==> src/rtl/symbol_sync.sv <==
// Symbol timing recovery: picks the sampling phase with the largest summed
// magnitude over an acquisition window, then decimates on that phase.
module symbol_sync #(
  parameter int NB_DATA = 8,
  parameter int S_NCON  = 4,
  parameter int NB_WIN  = 7
) (
  input  logic                        clock,
  input  logic                        i_reset,
  input  logic                        i_enable,
  input  logic                        i_resync,
  input  logic signed [NB_DATA-1:0]   i_sample,
  output logic signed [NB_DATA-1:0]   o_data,
  output logic                        o_valid,
  output logic                        o_lock,
  output logic [$clog2(S_NCON)-1:0]   o_phase
);

  localparam int NB_PH  = $clog2(S_NCON);
  localparam int NB_ACC = NB_DATA + NB_WIN;

  typedef enum logic [1:0] {ST_IDLE, ST_ACQ, ST_DECIDE, ST_TRACK} state_t;

  state_t                     state_q, state_d;
  logic [NB_PH-1:0]           ph_q, ph_d;
  logic [NB_WIN-1:0]          sym_q, sym_d;
  logic [NB_ACC-1:0]          acc_q [S_NCON];
  logic [NB_ACC-1:0]          acc_d [S_NCON];
  logic signed [NB_DATA-1:0]  data_q, data_d;
  logic                       valid_q, valid_d;
  logic                       lock_q, lock_d;
  logic [NB_PH-1:0]           phase_q, phase_d;

  logic [NB_DATA-1:0]         mag;
  logic [NB_PH-1:0]           best_idx;
  logic [NB_ACC-1:0]          best_val;

  // Most negative input maps to 2^(NB_DATA-1) as an unsigned magnitude.
  always_comb begin
    mag = i_sample[NB_DATA-1] ? $unsigned(-i_sample) : $unsigned(i_sample);
  end

  // Strict '>' keeps the lowest index on ties.
  always_comb begin
    best_idx = '0;
    best_val = acc_q[0];
    for (int unsigned i = 1; i < S_NCON; i++) begin
      if (acc_q[i] > best_val) begin
        best_val = acc_q[i];
        best_idx = NB_PH'(i);
      end
    end
  end

  always_comb begin
    state_d = state_q;
    ph_d    = ph_q;
    sym_d   = sym_q;
    acc_d   = acc_q;
    data_d  = data_q;
    valid_d = 1'b0;
    lock_d  = lock_q;
    phase_d = phase_q;

    if (i_resync) begin
      state_d = ST_IDLE;
      ph_d    = '0;
      sym_d   = '0;
      acc_d   = '{default: '0};
      lock_d  = 1'b0;
    end else if (i_enable) begin
      ph_d = ph_q + NB_PH'(1);
      unique case (state_q)
        ST_IDLE: begin
          acc_d[ph_q] = acc_q[ph_q] + NB_ACC'(mag);
          state_d     = ST_ACQ;
        end
        ST_ACQ: begin
          acc_d[ph_q] = acc_q[ph_q] + NB_ACC'(mag);
          if (ph_q == NB_PH'(S_NCON - 1)) begin
            sym_d = sym_q + NB_WIN'(1);
            if (sym_q == '1) begin
              state_d = ST_DECIDE;
            end
          end
        end
        ST_DECIDE: begin
          phase_d = best_idx;
          lock_d  = 1'b1;
          acc_d   = '{default: '0};
          sym_d   = '0;
          state_d = ST_TRACK;
        end
        ST_TRACK: begin
          if (ph_q == phase_q) begin
            data_d  = i_sample;
            valid_d = 1'b1;
          end
        end
        default: state_d = ST_IDLE;
      endcase
    end
  end

  always_ff @(posedge clock or negedge i_reset) begin
    if (!i_reset) begin
      state_q <= ST_IDLE;
      ph_q    <= '0;
      sym_q   <= '0;
      acc_q   <= '{default: '0};
      data_q  <= '0;
      valid_q <= 1'b0;
      lock_q  <= 1'b0;
      phase_q <= '0;
    end else begin
      state_q <= state_d;
      ph_q    <= ph_d;
      sym_q   <= sym_d;
      acc_q   <= acc_d;
      data_q  <= data_d;
      valid_q <= valid_d;
      lock_q  <= lock_d;
      phase_q <= phase_d;
    end
  end

  assign o_data  = data_q;
  assign o_valid = valid_q;
  assign o_lock  = lock_q;
  assign o_phase = phase_q;

endmodule

==> config.mk <==
export PLATFORM = sky130hd
export DESIGN_NAME = symbol_sync
export DESIGN_NICKNAME = d
export VERILOG_FILES = /design/src/rtl/symbol_sync.sv
export SDC_FILE = /design/constraint.sdc
export NUM_CORES = 1
export LEC_CHECK = 0
export CAP_MARGIN = 20
export CORE_MARGIN = 1
export CORE_UTILIZATION = 57
export CTS_BUF_LIST = sky130_fd_sc_hd__clkbuf_8
export CTS_CLUSTER_DIAMETER = 30
export DETAILED_ROUTE_END_ITERATION = 6
export PLACE_DENSITY = 0.79
export RECOVER_POWER = 50
export SLEW_MARGIN = 25
export SYNTH_ARGS = -nofsm -noshare
export SYNTH_HDL_FRONTEND = slang
export SYNTH_SLANG_ARGS = --single-unit
==> constraint.sdc <==
create_clock -name clock -period 4.9 [get_ports clock]
set_input_delay 0.98 -clock clock [delete_from_list [all_inputs] [get_ports clock]]
set_output_delay 0.98 -clock clock [all_outputs]
set_load 0.1 [all_outputs]
# Yosys cells after proc, flatten, opt, wreduce, memory -nomap -nowiden
# Cells that the tools add are included.
dict set report totals {
  ff_bits 83
  latch_bits 0
  mem_bits_rw 0
  mem_bits_ro 0
  in_bits 12
  wordCells 77
  memories 0
}
dict set report classes {
  addsub 4
  n_mul 0
  div 0
  order_cmp 5
  eq_ne 8
  shifts 0
  mux 33
  n_bitwise 2
  reduce_logical 14
}
# cell n
set ops {}
lappend ops {{60-bit two-way mux} 2}
lappend ops {{60-bit case mux with 2 select lines} 1}
lappend ops {{15-bit two-way mux} 5}
lappend ops {{60-bit bitwise mux} 1}
lappend ops {{15-bit greater-than comparator} 3}
lappend ops {{15-bit binary-select mux with 2-bit select} 1}
lappend ops {{15-bit demux with 2-bit select} 1}
lappend ops {{7-bit two-way mux} 3}
lappend ops {{2-bit two-way mux} 8}
lappend ops {{15-bit by 8-bit adder with 15-bit output} 1}
lappend ops {{7-bit case mux with 2 select lines} 1}
lappend ops {{1-bit two-way mux} 8}
lappend ops {{8-bit two-way mux} 1}
lappend ops {{8-bit negator} 1}
lappend ops {{4-bit AND reduction} 2}
lappend ops {{7-bit by 1-bit adder with 7-bit output (second input constant)} 1}
lappend ops {{7-bit == test (second input constant)} 1}
lappend ops {{2-bit == test (second input constant)} 3}
lappend ops {{3-bit inequality test (second input constant)} 2}
lappend ops {{2-bit case mux with 3 select lines} 1}
lappend ops {{3-bit AND reduction} 2}
lappend ops {{3-bit nonzero test} 2}
lappend ops {{2-bit AND reduction} 2}
lappend ops {{2-bit nonzero test} 2}
lappend ops {{other kinds (11)} 11}

# Depth between registers and ports, before layout
# Gate-level depths: netlist of the first run.
dict set report depth {
  word_depth 9
  depth_mapped 23
  ltp_nobuf 21
}

# Worst setup path before layout of the first run
# OpenSTA, ideal clock, no wires.
dict set report synth_timing {
  path_kind {reg-to-reg}
  from {reg acc_q[44] (netlist name)}
  to {reg phase_q[1], in the netlist o_phase[1]}
  setup_ps 121
  arrival_time_ps 4474
  required_ps 4779
  path_slack_ps 305
  stages_incl_launch_ff 22
  n_path_buf 2
  path_cell_list {dfrtp_1 > ha_1 > nand3_1 > nor3_1 > o31ai_1 > a22oi_2 > buf_6 > mux2i_1 > ha_1 > nand4_1 > a31oi_1 > a211oi_1 > a21oi_1 > clkbuf_1 > mux2_2 > ha_1 > nand4_1 > or3_1 > mux2i_1 > nand2_1 > o41a_1 > o22a_1}
}
dict set report synth_between {
  elab_chain_cells 6
  word_cells_on_any_way 7
}
# item line
set synth_rtl {}
lappend synth_rtl {{start, declared} 27} ;# logic [NB_ACC-1:0] acc_q [S_NCON];
lappend synth_rtl {{start signal, assigned} 110} ;# acc_q <= '{default: '0};
lappend synth_rtl {{start signal, assigned} 119} ;# acc_q <= acc_d;
lappend synth_rtl {{15-bit greater-than comparator} 48} ;# if (acc_q[i] > best_val) begin
lappend synth_rtl {{15-bit two-way mux (*)} 48}
lappend synth_rtl {{15-bit greater-than comparator} 48}
lappend synth_rtl {{15-bit two-way mux} 48}
lappend synth_rtl {{15-bit greater-than comparator} 48}
lappend synth_rtl {{2-bit two-way mux (*)} 48}
lappend synth_rtl {{end signal, assigned} 123} ;# phase_q <= phase_d;
lappend synth_rtl {{end, declared} 32} ;# logic [NB_PH-1:0] phase_q, phase_d;
# Every way passes the cells marked *; elsewhere a longest branch is shown, timed or not.
# A chain may end at the register's enable or synchronous reset.

# Worst setup path in the final report of the first run
dict set report layout_timing {
  from {reg acc_q[32] (netlist name)}
  to {reg phase_q[1], in the netlist o_phase[1]}
}
# Same word-level chain as after synthesis.

==> flow_metrics.env, run 1 <==
export IMPL_final_cell_mix="dfrtp_1 (82), nand2_1 (60), buf_4 (53)"
export IMPL_violations="max-capacitance violations, max-slew violations"
export IMPL_ios=24
export IMPL_num_vias=5015
export IMPL_p_int_mw=1.67
export IMPL_holdCritPathClass="reg -> reg"
export IMPL_fp_row_count=35
export IMPL_drc=0
export IMPL_placed_area_um2=6280
export IMPL_utilization=0.743
export IMPL_switching_power_mw=1.04
export IMPL_synth_area_per_cell_um2=10.2
export IMPL_portBuffers=23
export IMPL_final_max_slew_viol_count=84
export IMPL_hpwl_um=11200
export IMPL_numCtsBuffers=9
export IMPL_synth_top_family_by_area="compound AO/OA/AOI/OAI gates"
export IMPL_tightest_slew_ns=2.12
export IMPL_worstSetupEndpointType="register"
export IMPL_drt_iter0_markers=409
export IMPL_grt_overflow_total=0
export IMPL_firstDrtPassIters=5
export IMPL_grt_usage=0.327
export IMPL_via_per_inst=6.61
export IMPL_synth_seq_cells=83
export IMPL_setup_tns_ns=0
export IMPL_die_area_um2=10200
export IMPL_pre_cts_slack_ns=-0.395
export IMPL_max_freq_mhz=205
export IMPL_crit_fanout=8
export IMPL_leakage_nw=3.13
export IMPL_synth_area_um2=5610
export IMPL_maxCapViolCount=1
export IMPL_hold_violations=0
export IMPL_synth_fp_nets=628
export IMPL_fin_crit_ns=4.87
export IMPL_gp_congestion=0.923
export IMPL_n_antenna_cell=0
export IMPL_peakVddDrop_uv=269
export IMPL_tritoncts="done"
export IMPL_synth_compound_area_frac=0.186
export IMPL_final_area_um2=6960
export IMPL_hold_buffers=0
export IMPL_setup_viol=0
export IMPL_fin_ws_ns=0.0306
export IMPL_grt_pass1_vias=4989
export IMPL_seq_power_share=0.283
export IMPL_ys_dominant_reg_cell="dfrtp_1"
export IMPL_clock_skew_ns=0.0151
export IMPL_start_util=0.599
export IMPL_layout_commonest_cell="dfrtp_1"
export IMPL_clock_power_share=0.224
export IMPL_start_kind="register"
export IMPL_power_mw=2.71
export IMPL_routed_wl_um=17000
export IMPL_cts_sinks=83
export IMPL_path_common_cell="buf_4"
export IMPL_slew_headroom=-0.412
export IMPL_crit_path_top_delay_cell="dfrtp_1"
export IMPL_holdWs_ns=0.519
export IMPL_worstPathRequired_ns=5.15
export IMPL_cpPeakStageDelay_ns=0.40
export IMPL_yosysWarningCount=0
export IMPL_wire_per_inst_um=22.4
export IMPL_power_density_nw_per_um2=389
export IMPL_critPathArrivalTime_ns=5.12
export IMPL_grt_max_degree=84
export IMPL_cts_root_buffer="clkbuf_8"
export IMPL_antenna_found_initial=0
export IMPL_yosys_area_share_simple=0.116
export IMPL_cts_htree_levels=3
export IMPL_grt_pass1_wl_um=25000
export IMPL_ys_async_sr_fraction=1.00
export IMPL_synth_cells=552
export IMPL_stdcell_count=759
export IMPL_yosys_area_share_adder=0.144
export IMPL_crit_chain="ha_1, a21oi_2, a21oi_2, o31ai_2, a22oi_2, buf_4, buf_12, mux2i_4, ha_4, buf_4, nand4_1, nor4_2, a21oi_4, buf_4, o21a_1, ha_1, a21o_1, a21oi_1, a21oi_1, o41a_1, o22a_1"
export IMPL_synth_cell_type_count=49
export IMPL_placed_cells=731
export IMPL_clk_latency_ns=0.37
export IMPL_die_h_um=101
export IMPL_ant_nets=0
export IMPL_status="complete, but fails checks"
export IMPL_clkTransAtPathRegs_ns=0.09
export IMPL_drive_gt1_frac=0.230
export IMPL_rsz0062_at_grt="yes"
export IMPL_post_synth_xor_area_fraction=0.0343
export IMPL_die_x_um=101
export IMPL_muxShareOfSynthArea=0.113
export IMPL_area_growth_syn_to_layout_pct=24.1
export IMPL_synth_edf_count=0
export IMPL_fin_crit_sh=0.994
export IMPL_yosysSeqAreaShare=0.370
export IMPL_crit_type="reg -> reg"
export IMPL_switching_share=0.385
export IMPL_core_area_um2=9370
export IMPL_p_comb_frac=0.493
export IMPL_fin_nets=702
export IMPL_cts_buffer_depth=2
## flip-flops by register name, summed over array words and instances, names as in the netlist
register and cells:
acc_q 60, ph_q 2, o_phase 2, state_q 2, o_lock 1, o_data 8, sym_q 7, o_valid 1
## final timing paths
check | startpoint | slack, ns | endpoint | cells after the start
setup / recovery | acc_q[32] | 0.03 | o_phase[1] | 21
hold / removal | o_data[2] | 0.52 | o_data[2] | 1
setup reg to reg | acc_q[32] | 0.03 | o_phase[1] | 21
hold reg to reg | o_data[2] | 0.52 | o_data[2] | 1
max in group asynchronous | i_reset | 2.28 | acc_q[55] | 1
min in group asynchronous | i_reset | 1.17 | acc_q[10] | 1
## cells in the mapped netlist, types with 15 or more instances
cell / number / share of area
a21oi_1: 29 / 0.026
a22o_1: 32 / 0.050
clkbuf_1: 16 / 0.011
dfrtp_1: 83 / 0.37
ha_1: 63 / 0.14
inv_1: 29 / 0.019
mux2i_1: 17 / 0.030
mux4_2: 15 / 0.060
nand2_1: 60 / 0.040
nor2_1: 20 / 0.013
o21a_1: 16 / 0.021
o21ai_0: 38 / 0.034
## power groups by stage
stage                     clock network [mW]  logic [mW]  registers [mW]
after floorplan                            0       0.550           0.884
after global placement                     0       0.967           0.773
after detailed placement                   0       0.993           0.776
after CTS                              0.602        1.10           0.763
after global routing                   0.633        1.40           0.770
final                                  0.608        1.34           0.766
## layer usage
layer  GRT usage  vias up  share of wire
li1            -     2184              -
met1       0.408     2454           0.38
met2       0.514      289           0.47
met3      0.0918       88          0.099
met4       0.182        0          0.056
met5           0        -              0
## critical path, delay by kind of cell (launching register included)
kind	cells	cell delay, ns
compound gates	11	2.06
fa+ha+maj	3	0.92
buf+inv	4	0.59
flops	1	0.40
mux	1	0.19
simple gates	2	0.59
## logic make-up after synthesis
family / after synthesis
buffers and inverters: 49
multiplexers: 43
flip-flops: 83
XOR/XNOR: 22
AND/OR/NAND/NOR: 138
AO/OA/AOI/OAI: 153
adder cells (fa/ha/maj): 64
## repair_timing
item / CTS / global route
gates cloned: 0 / 1
buffers inserted: 5 / 8
setup endpoints to repair: 2 / 2
resized for setup: 5 / 49
pin swaps: 1 / 24
## area by class of cell
class,instances,area (um2)
multi-input cells,420,3650
inverters,29,109
well taps,129,161
fillers,640,2410
flip-flops and latches,83,2080
repair buffers,83,729
clock buffers,9,124
clock inverters,6,113
(Power assumes the default switching activity.)
==> run 2, diff against run 1 <==
Settings changed: ABC_AREA set to 1, CAP_MARGIN 20 to not set, CORE_UTILIZATION 57 to 25, PLACE_DENSITY 0.79 to not set.
==> flow_metrics.env, run 2 <==
export IMPL_grt_overflow_total=0
export IMPL_hold_depth=2
export IMPL_power_mw=4.41
export IMPL_slew_headroom=-0.839
export IMPL_yosysTopAreaCellShare=0.335
export IMPL_nFillCells=2599
export IMPL_die_h_um=160
export IMPL_yosysSeqAreaShare=0.335
export IMPL_die_area_um2=25500
export IMPL_drive_gt1_frac=0.0876
export IMPL_synth_cell_type_count=44
export IMPL_post_cts_buffers=0
export IMPL_violations="max-capacitance violations, max-slew violations"
export IMPL_hpwl_um=13400
export IMPL_worstSetupEndpointType="register"
export IMPL_rsz0062_at_grt="no"
export IMPL_grt_pass1_wl_um=28700
export IMPL_synth_area_um2=6210
export IMPL_n_antenna_cell=0
export IMPL_antenna_found_initial=0
export IMPL_hold_buffers=0
export IMPL_cts_sinks=83
export IMPL_largest_register="acc_q"
export IMPL_status="complete, but fails checks"
export IMPL_routed_wl_um=17700
export IMPL_cts_htree_levels=3
export IMPL_grt_usage=0.144
export IMPL_cts_root_buffer="clkbuf_8"
export IMPL_firstDrtPassIters=6
export IMPL_hold_violations=0
export IMPL_clkTransAtPathRegs_ns=0.09
export IMPL_ios=24
export IMPL_start_util=0.255
export IMPL_yosysWarningCount=0
export IMPL_ant_nets=0
export IMPL_layout_commonest_cell="nand2_1"
export IMPL_num_vias=5555
export IMPL_pre_cts_slack_ns=0.339
export IMPL_final_area_um2=6930
export IMPL_holdWs_ns=0.488
export IMPL_drc=0
export IMPL_path_common_cell="nand2_1"
export IMPL_grt_pass1_vias=5179
export IMPL_synth_most_common_cell="nand2_1"
export IMPL_fin_crit_ns=4.36
export IMPL_power_density_nw_per_um2=637
export IMPL_setup_viol=0
export IMPL_worstPathRequired_ns=5.21
export IMPL_synth_seq_cells=83
export IMPL_crit_type="reg -> reg"
export IMPL_start_kind="register"
export IMPL_tightest_slew_ns=2.76
export IMPL_ys_dominant_reg_cell="dfrtp_1"
export IMPL_fin_nets=917
export IMPL_drt_iter0_markers=553
export IMPL_final_max_slew_viol_count=48
export IMPL_gp_congestion=0.866
export IMPL_maxCapViolCount=1
export IMPL_synth_cells=821
export IMPL_cts_resized=0
export IMPL_ys_top_cells_by_count="nand2_1 (216), dfrtp_1 (83), inv_1 (82), nand3_1 (82), o21ai_0 (68)"
export IMPL_fp_row_count=57
export IMPL_holdCritPathClass="reg -> reg"
export IMPL_final_cell_mix="nand2_1 (216), inv_1 (84), dfrtp_1 (83)"
export IMPL_synth_area_top_cells="dfrtp_1 (33%), nand2_1 (13%), ha_1 (13%), nand3_1 (6.6%), o21ai_0 (5.5%)"
export IMPL_fin_crit_sh=0.890
export IMPL_crit_path_top_delay_cell="dfrtp_1"
export IMPL_cts_buffer_depth=2
export IMPL_ys_async_sr_fraction=1.00
export IMPL_max_freq_mhz=229
export IMPL_largest_register_ffs=60
export IMPL_wire_per_inst_um=15.2
export IMPL_crit_fanout=17
export IMPL_leakage_nw=3.35
export IMPL_placed_area_um2=6750
export IMPL_fin_ws_ns=0.538
export IMPL_critPathArrivalTime_ns=4.67
export IMPL_via_per_inst=4.75
export IMPL_grt_max_degree=54
export IMPL_core_area_um2=24300
export IMPL_die_x_um=160
export IMPL_synth_fp_nets=897
export IMPL_cpPeakStageDelay_ns=0.44
export IMPL_synth_area_leader_cell="dfrtp_1"
export IMPL_clk_latency_ns=0.39
export IMPL_area_growth_syn_to_layout_pct=11.7
export IMPL_tritoncts="done"
export IMPL_clock_skew_ns=0.0129
export IMPL_r2r_cells=30
export IMPL_setup_tns_ns=0
export IMPL_synth_edf_count=0
export IMPL_synth_area_per_cell_um2=7.56
export IMPL_numCtsBuffers=9
export IMPL_peakVddDrop_uv=362
export IMPL_portBuffers=23
run 2: cell types whose count changed after synthesis, sizes merged, moves of 11 or more:
cell    before  now
nand2       60  232
nand3       14   95
inv         29   94
o21ai       38   80
a22o        32    0
nor2        20   42
mux2i       17    0
o21a        16    0
mux4        15    0
o22ai        0   15
a21oi       29   42
clkbuf      16    5
mux2        11    0
xnor2       13    2
run 2: critical path: cells and delay by family (launching register included):
family,cells,cell delay (ns)
AO/OA/AOI/OAI,4,0.41
adder cells (fa/ha/maj),3,0.91
AND/OR/NAND/NOR,19,1.97
flip-flops,1,0.44
buffers and inverters,4,0.53
run 2: per-stage QoR:
step / cells / util
after floorplan: 821 / -
after global placement: 1154 / 0.278
after detailed placement: 1154 / 0.278
after CTS: 1169 / 0.285
after global routing: 1169 / 0.285
final: 1169 / 0.285
run 2: power by group:
part	internal, mW	switching (mW)	total, mW
clock network	0.229	0.275	0.504
registers	0.799	0.118	0.917
logic	1.01	1.99	2.99
run 2: kinds of logic (layout without fill, tap and decap cells):
family                   count (synthesis)  in the layout  share of synthesized area
AO/OA/AOI/OAI                          152            152                      0.136
XOR/XNOR                                12             12                     0.0169
adder cells (fa/ha/maj)                 64             64                      0.130
buffers and inverters                  113            137                     0.0798
flip-flops                              83             83                      0.335
AND/OR/NAND/NOR                        397            397                      0.303
run 2: area by class of cell:
type                            instances  area [um2]  area share
Clock buffer                            9         124      0.0179
Clock inverter                          6        58.8     0.00848
Inverter                               94         365      0.0527
Multi-Input combinational cell        625        3640       0.525
Sequential cell                        83        2080       0.300
Tap cell                              324         405      0.0585
Timing Repair Buffer                   28         263      0.0379
run 2: per-layer routing:
metal | track usage | wire length [um] | vias up
met5 | 0 | 0 | -
met4 | 0.0450 | 316 | 0
met3 | 0.0216 | 856 | 22
met2 | 0.213 | 7710 | 158
met1 | 0.211 | 8850 | 2613
li1 | - | - | 2762
run 2: worst paths after layout:
path,slack [ns],from,to
setup / recovery,0.54,acc_q[44],o_phase[0]
hold / removal,0.49,o_lock,o_lock
setup reg to reg,0.54,acc_q[44],o_phase[0]
hold reg to reg,0.49,o_lock,o_lock
max in group asynchronous,1.30,i_reset,acc_q[59]
min in group asynchronous,1.46,i_reset,sym_q[4]
==> run 3, diff against run 2 <==
Settings changed: SLEW_MARGIN 25 to not set.
==> results of run 3 <==
No change in the layout: final DEF, timing and power equal those of run 2.
